==> src/rtl/red_nibble_sub_serial.sv <==
// red_nibble_sub_serial
//   Multi-cycle WIDTH-bit subtractor built around a single 4-bit
//   carry-lookahead slice. It computes A - B as A + ~B + 1, one nibble per
//   clock, and passes the carry between nibbles in a register. Borrow and
//   signed-overflow flags are produced when the operation completes.
//
//   Parameters:
//     WIDTH   operand/result width; must be a multiple of 4 and >= 8
//
//   Ports:
//     clk    in   clock, rising edge
//     rst    in   asynchronous active-high reset
//     start  in   request, sampled only in IDLE
//     A      in   minuend, captured on an accepted start
//     B      in   subtrahend, captured on an accepted start
//     busy   out  high in RUN and DONE
//     done   out  one-cycle completion pulse
//     D      out  difference, held until the next accepted start
//     Bout   out  borrow out (unsigned A < B)
//     Ovfl   out  signed overflow of A - B
//
//   Optional build macro:
//     RED_SUB_SAT_EN  saturate D on signed overflow
//
//   state | meaning
//   IDLE  | waiting for start; outputs hold the last result
//   RUN   | one nibble processed per cycle
//   DONE  | done pulse; result and flags valid
module red_nibble_sub_serial #(
    parameter int WIDTH = 16
) (
    input  logic             clk,
    input  logic             rst,
    input  logic             start,
    input  logic [WIDTH-1:0] A,
    input  logic [WIDTH-1:0] B,
    output logic             busy,
    output logic             done,
    output logic [WIDTH-1:0] D,
    output logic             Bout,
    output logic             Ovfl
);

    localparam int NIBBLES = WIDTH / 4;
    localparam int IDX_W   = $clog2(NIBBLES);

    typedef enum logic [1:0] {
        S_IDLE = 2'd0,
        S_RUN  = 2'd1,
        S_DONE = 2'd2
    } state_t;

    state_t             state_q, state_d;
    logic [WIDTH-1:0]   a_q, a_d;
    logic [WIDTH-1:0]   nb_q, nb_d;      // holds ~B
    logic [WIDTH-1:0]   d_q, d_d;
    logic               carry_q, carry_d;
    logic [IDX_W-1:0]   idx_q, idx_d;
    logic               bout_q, bout_d;
    logic               ovfl_q, ovfl_d;

    // Carry-lookahead slice on the currently selected nibble
    logic [3:0] a_nib, b_nib, g, p, sum;
    logic [4:0] c;

    assign a_nib = a_q[{idx_q, 2'b00} +: 4];
    assign b_nib = nb_q[{idx_q, 2'b00} +: 4];
    assign g     = a_nib & b_nib;
    assign p     = a_nib ^ b_nib;

    assign c[0] = carry_q;
    assign c[1] = g[0] | (p[0] & c[0]);
    assign c[2] = g[1] | (p[1] & g[0]) | (p[1] & p[0] & c[0]);
    assign c[3] = g[2] | (p[2] & g[1]) | (p[2] & p[1] & g[0])
                | (p[2] & p[1] & p[0] & c[0]);
    assign c[4] = g[3] | (p[3] & g[2]) | (p[3] & p[2] & g[1])
                | (p[3] & p[2] & p[1] & g[0])
                | (p[3] & p[2] & p[1] & p[0] & c[0]);
    assign sum  = p ^ c[3:0];

    always_ff @(posedge clk or posedge rst) begin
        if (rst) begin
            state_q <= S_IDLE;
            a_q     <= '0;
            nb_q    <= '0;
            d_q     <= '0;
            carry_q <= 1'b1;
            idx_q   <= '0;
            bout_q  <= 1'b0;
            ovfl_q  <= 1'b0;
        end else begin
            state_q <= state_d;
            a_q     <= a_d;
            nb_q    <= nb_d;
            d_q     <= d_d;
            carry_q <= carry_d;
            idx_q   <= idx_d;
            bout_q  <= bout_d;
            ovfl_q  <= ovfl_d;
        end
    end

    always_comb begin
        state_d = state_q;
        a_d     = a_q;
        nb_d    = nb_q;
        d_d     = d_q;
        carry_d = carry_q;
        idx_d   = idx_q;
        bout_d  = bout_q;
        ovfl_d  = ovfl_q;

        case (state_q)
            S_IDLE: begin
                if (start) begin
                    a_d     = A;
                    nb_d    = ~B;
                    carry_d = 1'b1;
                    idx_d   = '0;
                    d_d     = '0;
                    state_d = S_RUN;
                end
            end
            S_RUN: begin
                d_d[{idx_q, 2'b00} +: 4] = sum;
                carry_d = c[4];
                idx_d   = idx_q + IDX_W'(1);
                if (idx_q == IDX_W'(NIBBLES - 1)) begin
                    // Flags are registered on entry to DONE so they are
                    // valid in the same cycle as the done pulse.
                    state_d = S_DONE;
                    bout_d  = ~c[4];
                    // A and B differ in sign <=> a_q and ~B agree in sign
                    ovfl_d  = (a_q[WIDTH-1] == nb_q[WIDTH-1])
                            & (d_d[WIDTH-1] != a_q[WIDTH-1]);
`ifdef RED_SUB_SAT_EN
                    if (ovfl_d) begin
                        d_d = a_q[WIDTH-1] ? {1'b1, {(WIDTH-1){1'b0}}}
                                           : {1'b0, {(WIDTH-1){1'b1}}};
                    end
`else
`endif
                end
            end
            S_DONE: begin
                state_d = S_IDLE;
            end
            default: begin
                state_d = S_IDLE;
            end
        endcase
    end

    assign busy = (state_q != S_IDLE);
    assign done = (state_q == S_DONE);
    assign D    = d_q;
    assign Bout = bout_q;
    assign Ovfl = ovfl_q;

endmodule
==> config.mk <==
export PLATFORM = sky130hd
export DESIGN_NAME = red_nibble_sub_serial
export DESIGN_NICKNAME = d
export VERILOG_FILES = /design/src/rtl/red_nibble_sub_serial.sv
export SDC_FILE = /design/constraint.sdc
export NUM_CORES = 1
export LEC_CHECK = 0
export BUFFER_PORTS_ARGS = -buffer_cell sky130_fd_sc_hd__buf_2
export CORE_UTILIZATION = 58
export DETAILED_ROUTE_END_ITERATION = 12
export PLACE_DENSITY = 0.95
export SLEW_MARGIN = 20
export SYNTH_ARGS = -nofsm -noshare
export SYNTH_HDL_FRONTEND = slang
export SYNTH_SLANG_ARGS = --single-unit
==> constraint.sdc <==
create_clock -name clk -period 4.01 [get_ports clk]
set_clock_uncertainty 0.2 [all_clocks]
set_input_delay 0.401 -clock clk [delete_from_list [all_inputs] [get_ports clk]]
set_output_delay 0.401 -clock clk [all_outputs]
set_load 0.05 [all_outputs]
After elaboration in Yosys (flattened, before gate mapping)
Index checks and enable logic that the tools add are counted.
{"block": "totals", "input_bits": 35, "regBits": 55, "word_cells": 70, "output_inout_bits": 20}
{"block": "op_classes", "bitwise": 32, "shifts": 4, "n_eq_ne": 7, "n_addsub": 2, "n_reduce_logical": 7, "mux": 10}
{"cell": "case mux 16 bit (2 select lines)", "count": 1}
{"cell": "indexed part select 16 x 5 -> 4 bit", "count": 2}
{"cell": "bitwise AND 1 bit", "count": 17}
{"cell": "bitwise mux 16 bit", "count": 1}
{"cell": "two-way mux 16 bit", "count": 1}
{"cell": "inverter 16 bit", "count": 1}
{"cell": "variable shift 4 x 6 -> 16 bit (first input constant)", "count": 1}
{"cell": "indexed part select 4 x 6 -> 16 bit", "count": 1}
{"cell": "OR 1 bit", "count": 10}
{"cell": "case mux 2 bit (2 select lines)", "count": 2}
{"cell": "AND reduction 2 bit", "count": 4}
{"cell": "bitwise XOR 4 bit", "count": 2}
{"cell": "two-way mux 2 bit", "count": 3}
{"cell": "negation 4 -> 6 bit", "count": 1}
{"cell": "bitwise AND 4 bit", "count": 1}
{"cell": "equality test 2 bit (second input constant)", "count": 2}
{"cell": "inequality test 2 bit (second input constant)", "count": 2}
{"cell": "nonzero test 2 bit", "count": 2}
{"cell": "adder 2 x 1 -> 2 bit (second input constant)", "count": 1}
{"cell": "equality test 2 x 1 -> 1 bit (second input constant)", "count": 1}
{"cell": "logical NOT 2 bit", "count": 1}
{"cell": "case mux 1 bit (2 select lines)", "count": 1}
{"cell": "equality test 1 bit", "count": 1}
{"cell": "two-way mux 1 bit", "count": 1}
{"cell": "2 further kinds", "count": 2}

Longest topological paths before layout
Gate-level depths: netlist of the first run.
{"block": "depth", "depth_word": 11, "depth_mapped": 7, "mapped_depth_nobuf": 6}

Worst setup path before layout of the first run
No wires, ideal clock.
{"block": "synth_path", "path_kind": "reg2reg", "startpoint": "register idx_q[0]", "endpoint": "register ovfl_q (netlist: Ovfl)", "t_arrival_ns": 2.377, "synth_period_minus_slack_ns": 2.664, "setup_time_ns": 0.087, "n_path_buf": 1, "slack_ns": 1.346, "t_required_ns": 3.723, "stages_incl_launch_ff": 8, "path_cell_list": "dfrtp_1 > buf_2 > mux4_2 > ha_1 > o21ai_0 > o21a_1 > or4b_1 > o211ai_1"}
{"block": "synth_via", "elab_chain_cells": 11, "word_cells_on_any_way": 28, "cone_classes": "add/sub (1); eq/ne (2); shift (4); mux (1); bitwise (19); reduce/logical (1)"}
{"element": "start, declared", "line_no": "58", "source": "logic [IDX_W-1:0] idx_q, idx_d;"}
{"element": "start signal, assigned", "line_no": "97", "source": "idx_q <= idx_d;"}
{"element": "indexed part select 16 x 5 -> 4 bit (on tied branches)", "line_no": "66, 67"}
{"element": "bitwise XOR 4 bit / bitwise AND 4 bit (equally long branches)", "line_no": "69, 68"}
{"element": "bitwise AND 1 bit (on tied branches)", "line_no": "74, 75"}
{"element": "OR 1 bit, or another cell as far along", "line_no": "74", "source": "assign c[3] = g[2] | (p[2] & g[1]) | (p[2] & p[1] & g[0])"}
{"element": "OR 1 bit / bitwise AND 1 bit (equally long branches)", "line_no": "74, 75"}
{"element": "OR 1 bit", "line_no": "75", "source": "| (p[2] & p[1] & p[0] & c[0]);"}
{"element": "bitwise XOR 4 bit", "line_no": "79", "source": "assign sum = p ^ c[3:0];"}
{"element": "indexed part select 4 x 6 -> 16 bit", "line_no": "125", "source": "d_d[{idx_q, 2'b00} +: 4] = sum;"}
{"element": "bitwise mux 16 bit", "line_no": "125"}
{"element": "inequality test 1 bit", "line_no": "135", "source": "& (d_d[WIDTH-1] != a_q[WIDTH-1]);"}
{"element": "bitwise AND 1 bit", "line_no": "135"}
{"element": "end signal, assigned", "line_no": "99", "source": "ovfl_q <= ovfl_d;"}
{"element": "end, declared", "line_no": "60", "source": "logic ovfl_q, ovfl_d;"}
Several ways; a longest one is shown, not always the timed one.
A chain may end at the register's enable or synchronous reset.

Worst setup path after layout of the first run
Same ends and word-level chain as after synthesis.

==> PnR_summary.wiki, run 1 <==
{| class="wikitable"
! Metric !! Value
|-
| Number of synthesized register bits || 55
|-
| Number of top-level pins || 55
|-
| Most used flip-flop cell after synthesis || sky130_fd_sc_hd__dfrtp_1
|-
| Endpoints failing hold || 0
|-
| Utilization of the core after routing || 71.51%
|-
| Cell type with the highest aggregate area in the netlist || sky130_fd_sc_hd__dfrtp_1
|-
| Post-CTS Hold Buffers || 0
|-
| Portion of total power attributed to sequential cells || 34.2%
|-
| Setup repair after global routing missed its margin || no
|-
| Num rows || 23
|-
| Cells after Synth || ~200
|-
| Startpoint type of the worst setup path || register
|-
| Sw frac || 44.49%
|-
| Worst setup path start || idx_q[0]
|-
| Initial DRT Pass Iterations || 7
|-
| Post-Syn Nets || 245
|-
| Area fraction of the dominant cell type after synthesis || 52.97%
|-
| Setup-failing EPs final || 0
|-
| Internal power of the cells || 1627 uW
|-
| Data arrival time of the critical path || 3.11 ns
|-
| Power per standard cell area || around 1000 nW/um^2
|-
| Quantity of I/O buffers inserted on ports || 54
|-
| Count of flip-flops with a built-in enable after synthesis || 0
|-
| Final Max Slew Viols || 0
|-
| Clock transition at the registers of the reported paths || roughly 0.10 ns
|-
| Die span in x || 68.32 um
|-
| Outcome || finished, final reports clean
|-
| Leakage Power || 0.001405 uW
|-
| Root buffer selected by CTS || sky130_fd_sc_hd__clkbuf_8
|-
| Std-Cell Core Area || ~4000 um^2
|-
| Power share of the combinational group || between 50% and 60%
|-
| Number of sinks driven by the clock tree || 55
|-
| Insertion delay to the later sink of the worst-skew pair || 0.31 ns
|-
| Avg Vias per Cell || roughly 5.8
|-
| Detail Route Antenna Nets || 0
|-
| Share of the cycle needed by the critical path after routing || about 76%
|-
| Post-cts resize count || 0
|-
| Cell breakdown of the critical path || mux4_1, ha_1, a21o_1, and4_4, or4b_1, o211ai_1
|-
| Max cap viols || 0
|-
| Layout cell share with drive strength beyond 1 || 36.22%
|-
| Buffers from clock root to sink, at most || 2
|-
| Die span in y || slightly below 70 um
|-
| Maximum number of pins on one net before global-route repair || 56
|-
| Power Total || 2932 uW
|-
| Number of DRC violations after detailed-routing iteration 0 || roughly 120
|-
| Final RePlAce weighted congestion || 0.8686
|-
| Fin Setup TNS || 0 ns
|-
| Full die area || 4668 um^2
|-
| TritonCTS clock tree || built
|-
| Async set-or-reset flop fraction in the synthesized netlist || 100.0%
|-
| Distinct cells, synth || 38
|-
| Setup CP Type || reg2reg
|-
| Number of global-route vias before repair || 1689
|-
| Initial antenna violation count || 0
|-
| # nets final || 298
|-
| Antenna diode instance count || 0
|-
| Detailed Route WL || 4716 um
|-
| H-tree Lvls || 2
|-
| Pin slew with the least headroom to its limit || about 0.90 ns
|-
| Worst-case reg-to-reg path depth || 6
|-
| Class of the tightest hold or removal check || in2async
|-
| Total via count in the routed design || 1769
|-
| Sequential element share of the synthesized area || 54.00%
|-
| Total half-perimeter wirelength after legalization and detailed placement || 3436 um
|-
| Most area-consuming cells after synthesis || sky130_fd_sc_hd__dfrtp_1 (53%), sky130_fd_sc_hd__mux2_2 (7.5%), sky130_fd_sc_hd__mux4_2 (6.2%)
|-
| Crit path largest cell delay || roughly 0.8 ns
|-
| Total gr overflow || 0
|-
| Area delta synth->final || 15.35%
|-
| Number of clock buffers inserted by TritonCTS || 5
|-
| Max transition margin || roughly two fifths
|-
| Setup bufs post-CTS || 0
|-
| Yosys Warn Count || 0
|-
| Switching power of the nets || 1304 uW
|-
| First-pass GRT wire length || about 7600 um
|-
| Post-route DRC violation count || 0
|-
| Post-Synthesis Mean Instance Area || 12.69 um^2
|-
| Starting utilization of the core area || 61.99%
|-
| Global routing usage summed across all routing layers || 22.47%
|-
| Wire length per cell after detailed routing || 15.51 um
|-
| Commonest cells after routing, fill and taps aside || sky130_fd_sc_hd__dfrtp_1 (54), sky130_fd_sc_hd__buf_2 (54), sky130_fd_sc_hd__a21oi_1 (20), sky130_fd_sc_hd__nor2_1 (18)
|-
| Maximum frequency from static timing analysis || 326.0 MHz
|-
| Maximum resistive drop on vdd || 0.0005083 V
|-
| Maximum net fanout on the critical path || 16
|-
| Clock group share of total power || 12.1%
|-
| FF-to-FF Start || idx_q[0]
|-
| Syn Std Cell Area || 2551 um^2
|-
| Max stage delay cell, worst path || sky130_fd_sc_hd__dfrtp_1
|-
| Min cycle time layout || 3.067 ns
|-
| Endpoint kind of the worst setup timing path || register
|-
| Crit path required time || slightly above 4 ns
|}
cell type report:
type	count	area [um^2]
Sequential cell	55	1378
Fill cell	293	1172
Multi-Input combinational cell	129	1091
Timing Repair Buffer	55	277.8
Clock buffer	6	72.57
Tap cell	50	62.56
Inverter	8	31.28
Clock inverter	1	30.03
cell usage after synthesis (2+ instances only):
library cell,instances
sky130_fd_sc_hd__a21o_1,4
sky130_fd_sc_hd__mux2_2,17
sky130_fd_sc_hd__a22o_1,17
sky130_fd_sc_hd__nand2b_1,2
sky130_fd_sc_hd__nor2b_1,3
sky130_fd_sc_hd__mux4_2,7
sky130_fd_sc_hd__buf_2,4
sky130_fd_sc_hd__a21oi_1,20
sky130_fd_sc_hd__and3_1,2
sky130_fd_sc_hd__o21ai_0,4
sky130_fd_sc_hd__xnor2_1,2
sky130_fd_sc_hd__nor2_1,18
sky130_fd_sc_hd__dfrtp_1,54
sky130_fd_sc_hd__buf_4,3
sky130_fd_sc_hd__nand2_1,6
sky130_fd_sc_hd__inv_1,8
sky130_fd_sc_hd__ha_1,8
sky130_fd_sc_hd__nor3_1,2
power by group through the flow:
| stage | Combinational, uW | Clock (uW) | Sequential [uW] |
|---|---|---|---|
| floorplan | 1120 | 0 | 1120 |
| global placement | 1510 | 0 | 1000 |
| detailed placement | 1570 | 0 | 1020 |
| CTS | 1580 | 355 | 1010 |
| global route | 1730 | 376 | 1040 |
| finish | 1570 | 355 | 1000 |
flip-flops by register name (all words and copies together) (netlist names):
signal,cells
state_q,2
nb_q,16
Ovfl,1
carry_q,1
a_q,16
Bout,1
idx_q,2
D,16
stage by stage:
stage          setup slack, ns  hold WS (ns)  area, um^2  instances
2_1_floorplan            1.346        0.2751        2551        201
3_3_place_gp             1.001        0.2857        2839        297
3_5_place_dp            0.9090        0.2929        2839        297
4_1_cts                 0.8904       0.04173        2942        304
5_1_grt                 0.8409       0.03822        2943        304
6_report                0.9429       0.04461        2943        304
logic make-up after synthesis:
family / after synthesis / share of synthesized area, %
xor+xnor: 2 / 0.6867
compound gates: 49 / 12.90
simple gates: 44 / 9.564
buf+inv: 17 / 3.433
mux: 25 / 14.71
fa+ha+maj: 9 / 4.708
flops: 55 / 54.00
layer usage:
metal | routed length [um] | global-route usage [%]
met1 | 2077 | 28.60
met2 | 2358 | 37.99
met3 | 219 | 5.000
met4 | 61 | 7.031
met5 | 0 | 0
worst max-delay path: cells and delay by family, from the launching register on:
kind / cells / cell delay, ns
flops: 1 / 0.80
simple gates: 2 / 0.73
mux: 1 / 0.67
fa+ha+maj: 1 / 0.31
compound gates: 2 / 0.30
worst paths after layout:
path,end,slack (ns)
min in group clk,nb_q[7],0.04
max in group asynchronous,a_q[15],3.03
worst min-delay path,D[0],0.04
worst min register to register,D[4],0.31
worst max register to register,Ovfl,0.94
worst max-delay path,Ovfl,0.94
(Power assumes the default switching activity.)
==> inputs of run 2 (changes only) <==
- CORE_UTILIZATION: 58 -> 54
- PLACE_DENSITY: 0.95 -> 0.9
- clock period: 4.01 -> 2.9 ns (I/O delays scaled with it)
==> run 2 against run 1 <==
Compared with the run above:
- the run now ends with design-rule violations left
- critical path depth grew 1
- flip-flop and latch count unchanged
- worst setup slack got worse by 0.72 ns
- first-iteration DRC count decreased by 5.0%
- hold slack got worse by 0.040 ns
- cell area grew 9.7%
==> PnR_summary.wiki, run 2 (same netlist as run 1, synthesis figures left out) <==
{| class="wikitable"
! Metric !! Value
|-
| Detailed Route WL || 5667 um (was 4716 um)
|-
| FF-to-FF setup slack || 0.22 ns (was 0.94 ns)
|-
| Cell breakdown of the critical path || buf_4, mux4_2, ha_1, o21ai_0, o21a_1, or4b_1, o211ai_1 (was mux4_1, ha_1, a21o_1, and4_4, or4b_1, o211ai_1)
|-
| Post-cts resize count || 0 (unchanged)
|-
| Power share of the combinational group || 56.2% (was 53.7%)
|-
| Cell area after layout || 3227 um^2 (was 2943 um^2)
|-
| Post-CTS Hold Buffers || 26 (was 0)
|-
| Std-Cell Core Area || 4444 um^2 (was 4115 um^2)
|-
| Antenna diode instance count || 0 (unchanged)
|-
| Endpoints failing hold || 0 (unchanged)
|-
| Startpoint type of the worst setup path || register (unchanged)
|-
| Crit path required time || 2.93 ns (was 4.05 ns)
|-
| Portion of total power attributed to sequential cells || 33.6% (was 34.2%)
|-
| Setup CP Type || reg2reg (unchanged)
|-
| Pin slew with the least headroom to its limit || 0.7143 ns (was 0.9021 ns)
|-
| Commonest cells after routing, fill and taps aside || sky130_fd_sc_hd__dfrtp_1 (54), sky130_fd_sc_hd__buf_2 (54), sky130_fd_sc_hd__dlygate4sd3_1 (26), sky130_fd_sc_hd__a21oi_1 (20), sky130_fd_sc_hd__nor2_1 (18) (was sky130_fd_sc_hd__dfrtp_1 (54), sky130_fd_sc_hd__buf_2 (54), sky130_fd_sc_hd__a21oi_1 (20), sky130_fd_sc_hd__nor2_1 (18))
|-
| Maximum net fanout on the critical path || 6 (was 16)
|-
| Insertion delay to the later sink of the worst-skew pair || 0.31 ns (about the same)
|-
| Class of the tightest hold or removal check || in2reg (was in2async)
|-
| Global routing usage summed across all routing layers || 25.93% (was 22.47%)
|-
| Clock transition at the registers of the reported paths || 0.10 ns (about the same)
|-
| Initial DRT Pass Iterations || 8 (was 7)
|-
| Endpoint kind of the worst setup timing path || register (unchanged)
|-
| Total via count in the routed design || 1909 (was 1769)
|-
| Total half-perimeter wirelength after legalization and detailed placement || 3882 um (was 3436 um)
|-
| Worst hold path cell count || 2
|-
| Outcome || finished with violations (was finished, final reports clean)
|-
| Cell Area, Placed || 2879 um^2 (was 2839 um^2)
|-
| FF-to-FF Start || idx_q[0] (unchanged)
|-
| Maximum number of pins on one net before global-route repair || 30 (was 56)
|-
| Number of top-level pins || 55 (unchanged)
|-
| Data arrival time of the critical path || 2.71 ns (was 3.11 ns)
|-
| Num rows || 24 (was 23)
|-
| Share of the cycle needed by the critical path after routing || 92.41% (was 76.49%)
|-
| Initial antenna violation count || 0 (unchanged)
|-
| Die span in y || 70.74 um (was 68.32 um)
|-
| Worst hold path startpoint || A[15]
|-
| End of the worst hold path || a_q[15]
|-
| Post-route DRC violation count || 8 (was 0)
|-
| Final Hold Slack || 0.004290 ns (was 0.04461 ns)
|-
| Final RePlAce weighted congestion || 0.8512 (was 0.8686)
|-
| Kind of cell with the highest combined delay on the critical path || multiplexers (was flip-flops)
|-
| Count of buffer and inverter cells on the critical path || 1 (was 0)
|-
| Setup bufs post-CTS || 0 (unchanged)
|-
| Leakage Power || 0.001536 uW (was 0.001405 uW)
|-
| Switching power of the nets || 1883 uW (was 1304 uW)
|-
| Number of global-route vias before repair || 2016 (was 1689)
|-
| Worst-case reg-to-reg path depth || 7 (was 6)
|-
| Quantity of I/O buffers inserted on ports || 54 (unchanged)
|-
| Avg Vias per Cell || 5.648 (was 5.819)
|-
| Crit path largest cell delay || 0.50 ns (was 0.80 ns)
|-
| TritonCTS clock tree || built (unchanged)
|-
| Die span in x || 70.74 um (was 68.32 um)
|-
| Max stage delay cell, worst path || sky130_fd_sc_hd__mux4_2 (was sky130_fd_sc_hd__dfrtp_1)
|-
| Total gr overflow || 0 (unchanged)
|-
| Max transition margin || 51.71% (was 39.79%)
|-
| # nets final || 329 (was 298)
|-
| Maximum frequency from static timing analysis || 373.1 MHz (was 326.0 MHz)
|-
| Full die area || 5003 um^2 (was 4668 um^2)
|-
| First-pass GRT wire length || 9639 um (was 7610 um)
|-
| Starting utilization of the core area || 57.40% (was 61.99%)
|-
| Reg2Reg Capture Point || Ovfl (unchanged)
|-
| Number of clock buffers inserted by TritonCTS || 5 (unchanged)
|-
| Min cycle time layout || 2.680 ns (was 3.067 ns)
|-
| Internal power of the cells || 2225 uW (was 1627 uW)
|-
| Final Max Slew Viols || 0 (unchanged)
|-
| Root buffer selected by CTS || sky130_fd_sc_hd__clkbuf_8 (unchanged)
|-
| Number of sinks driven by the clock tree || 55 (unchanged)
|-
| Maximum resistive drop on vdd || 0.0007928 V (was 0.0005083 V)
|-
| Number of DRC violations after detailed-routing iteration 0 || 113 (was 119)
|-
| Area delta synth->final || 26.48% (was 15.35%)
|-
| Critical Path Stages || 7 (was 6)
|-
| Setup repair after global routing missed its margin || no (unchanged)
|-
| Failing checks || design-rule violations
|-
| Buffers from clock root to sink, at most || 2 (unchanged)
|-
| Max cap viols || 0 (unchanged)
|-
| Detail Route Antenna Nets || 0 (unchanged)
|-
| Clock group share of total power || 10.2% (was 12.1%)
|-
| Wire length per cell after detailed routing || 16.77 um (was 15.51 um)
|-
| Power per standard cell area || 1273 nW/um^2 (was 996.2 nW/um^2)
|-
| Fin Setup TNS || 0 ns (unchanged)
|-
| Sw frac || 45.84% (was 44.49%)
|-
| Setup-failing EPs final || 0 (unchanged)
|-
| Layout cell share with drive strength beyond 1 || 34.62% (was 36.22%)
|-
| H-tree Lvls || 2 (unchanged)
|}
## run 2: cell count changes in the layout (fill, tap and decap cells not counted), sizes merged
cell	before	now
buf	55	60
dlygate4sd3	0	26
clkinv	1	2
inv	7	9
bufinv	1	0
clkbuf	6	5
## run 2: power groups by stage
stage / Clock, uW / Combinational [uW] / Sequential (uW)
after detailed placement: 0 / 2260 / 1390
after global placement: 0 / 2170 / 1380
after global routing: 456 / 2550 / 1420
after CTS: 429 / 2300 / 1380
final: 419 / 2310 / 1380
after floorplan: 0 / 1540 / 1550
## run 2: area by class of cell
type | instances | area (um^2)
clock buffer | 5 | 68.82
timing repair buffer | 86 | 575.6
clock inverter | 3 | 18.77
multi-input combinational | 129 | 1091
tap | 52 | 65.06
sequential | 55 | 1378
inverter | 8 | 30.03
fill | 305 | 1217
## run 2: worst max path at each step
stage	to	slack (ns)	start
final	Ovfl	0.22	idx_q[0]
after floorplan	Ovfl	0.24	idx_q[0]
after CTS	Ovfl	0.23	idx_q[0]
after global placement	Ovfl	0.34	idx_q[0]
after global routing	D[7]	0.09	idx_q[0]
after detailed placement	Ovfl	0.26	idx_q[0]
## run 2: worst register-to-register path: cells and delay by family, from the launching register on
family,cells,cell delay [ns]
muxes,1,0.50
and+or+nand+nor,1,0.48
adders and majority gates,1,0.38
AOI/OAI and AO/OA,3,0.41
buffers and inverters,1,0.19
DFF,1,0.43
## run 2: layer usage
layer | up-vias | share of wire [%] | track usage [%]
li1 | 900 | - | -
met1 | 920 | 41 | 31.12
met2 | 66 | 51 | 44.02
met3 | 23 | 4.1 | 4.843
met4 | 0 | 4.7 | 15.11
met5 | - | 0 | 0
## run 2: metrics by stage
step                      instances  total power, uW  worst slack (ns)  util [%]
after global routing            338             4425           0.08898     72.61
final                           338             4107            0.2200     72.61
after global placement          304             3550            0.3366     64.78
after CTS                       338             4103            0.2258     72.61
after detailed placement        304             3656            0.2630     64.78
after floorplan                 201             3094            0.2360         -
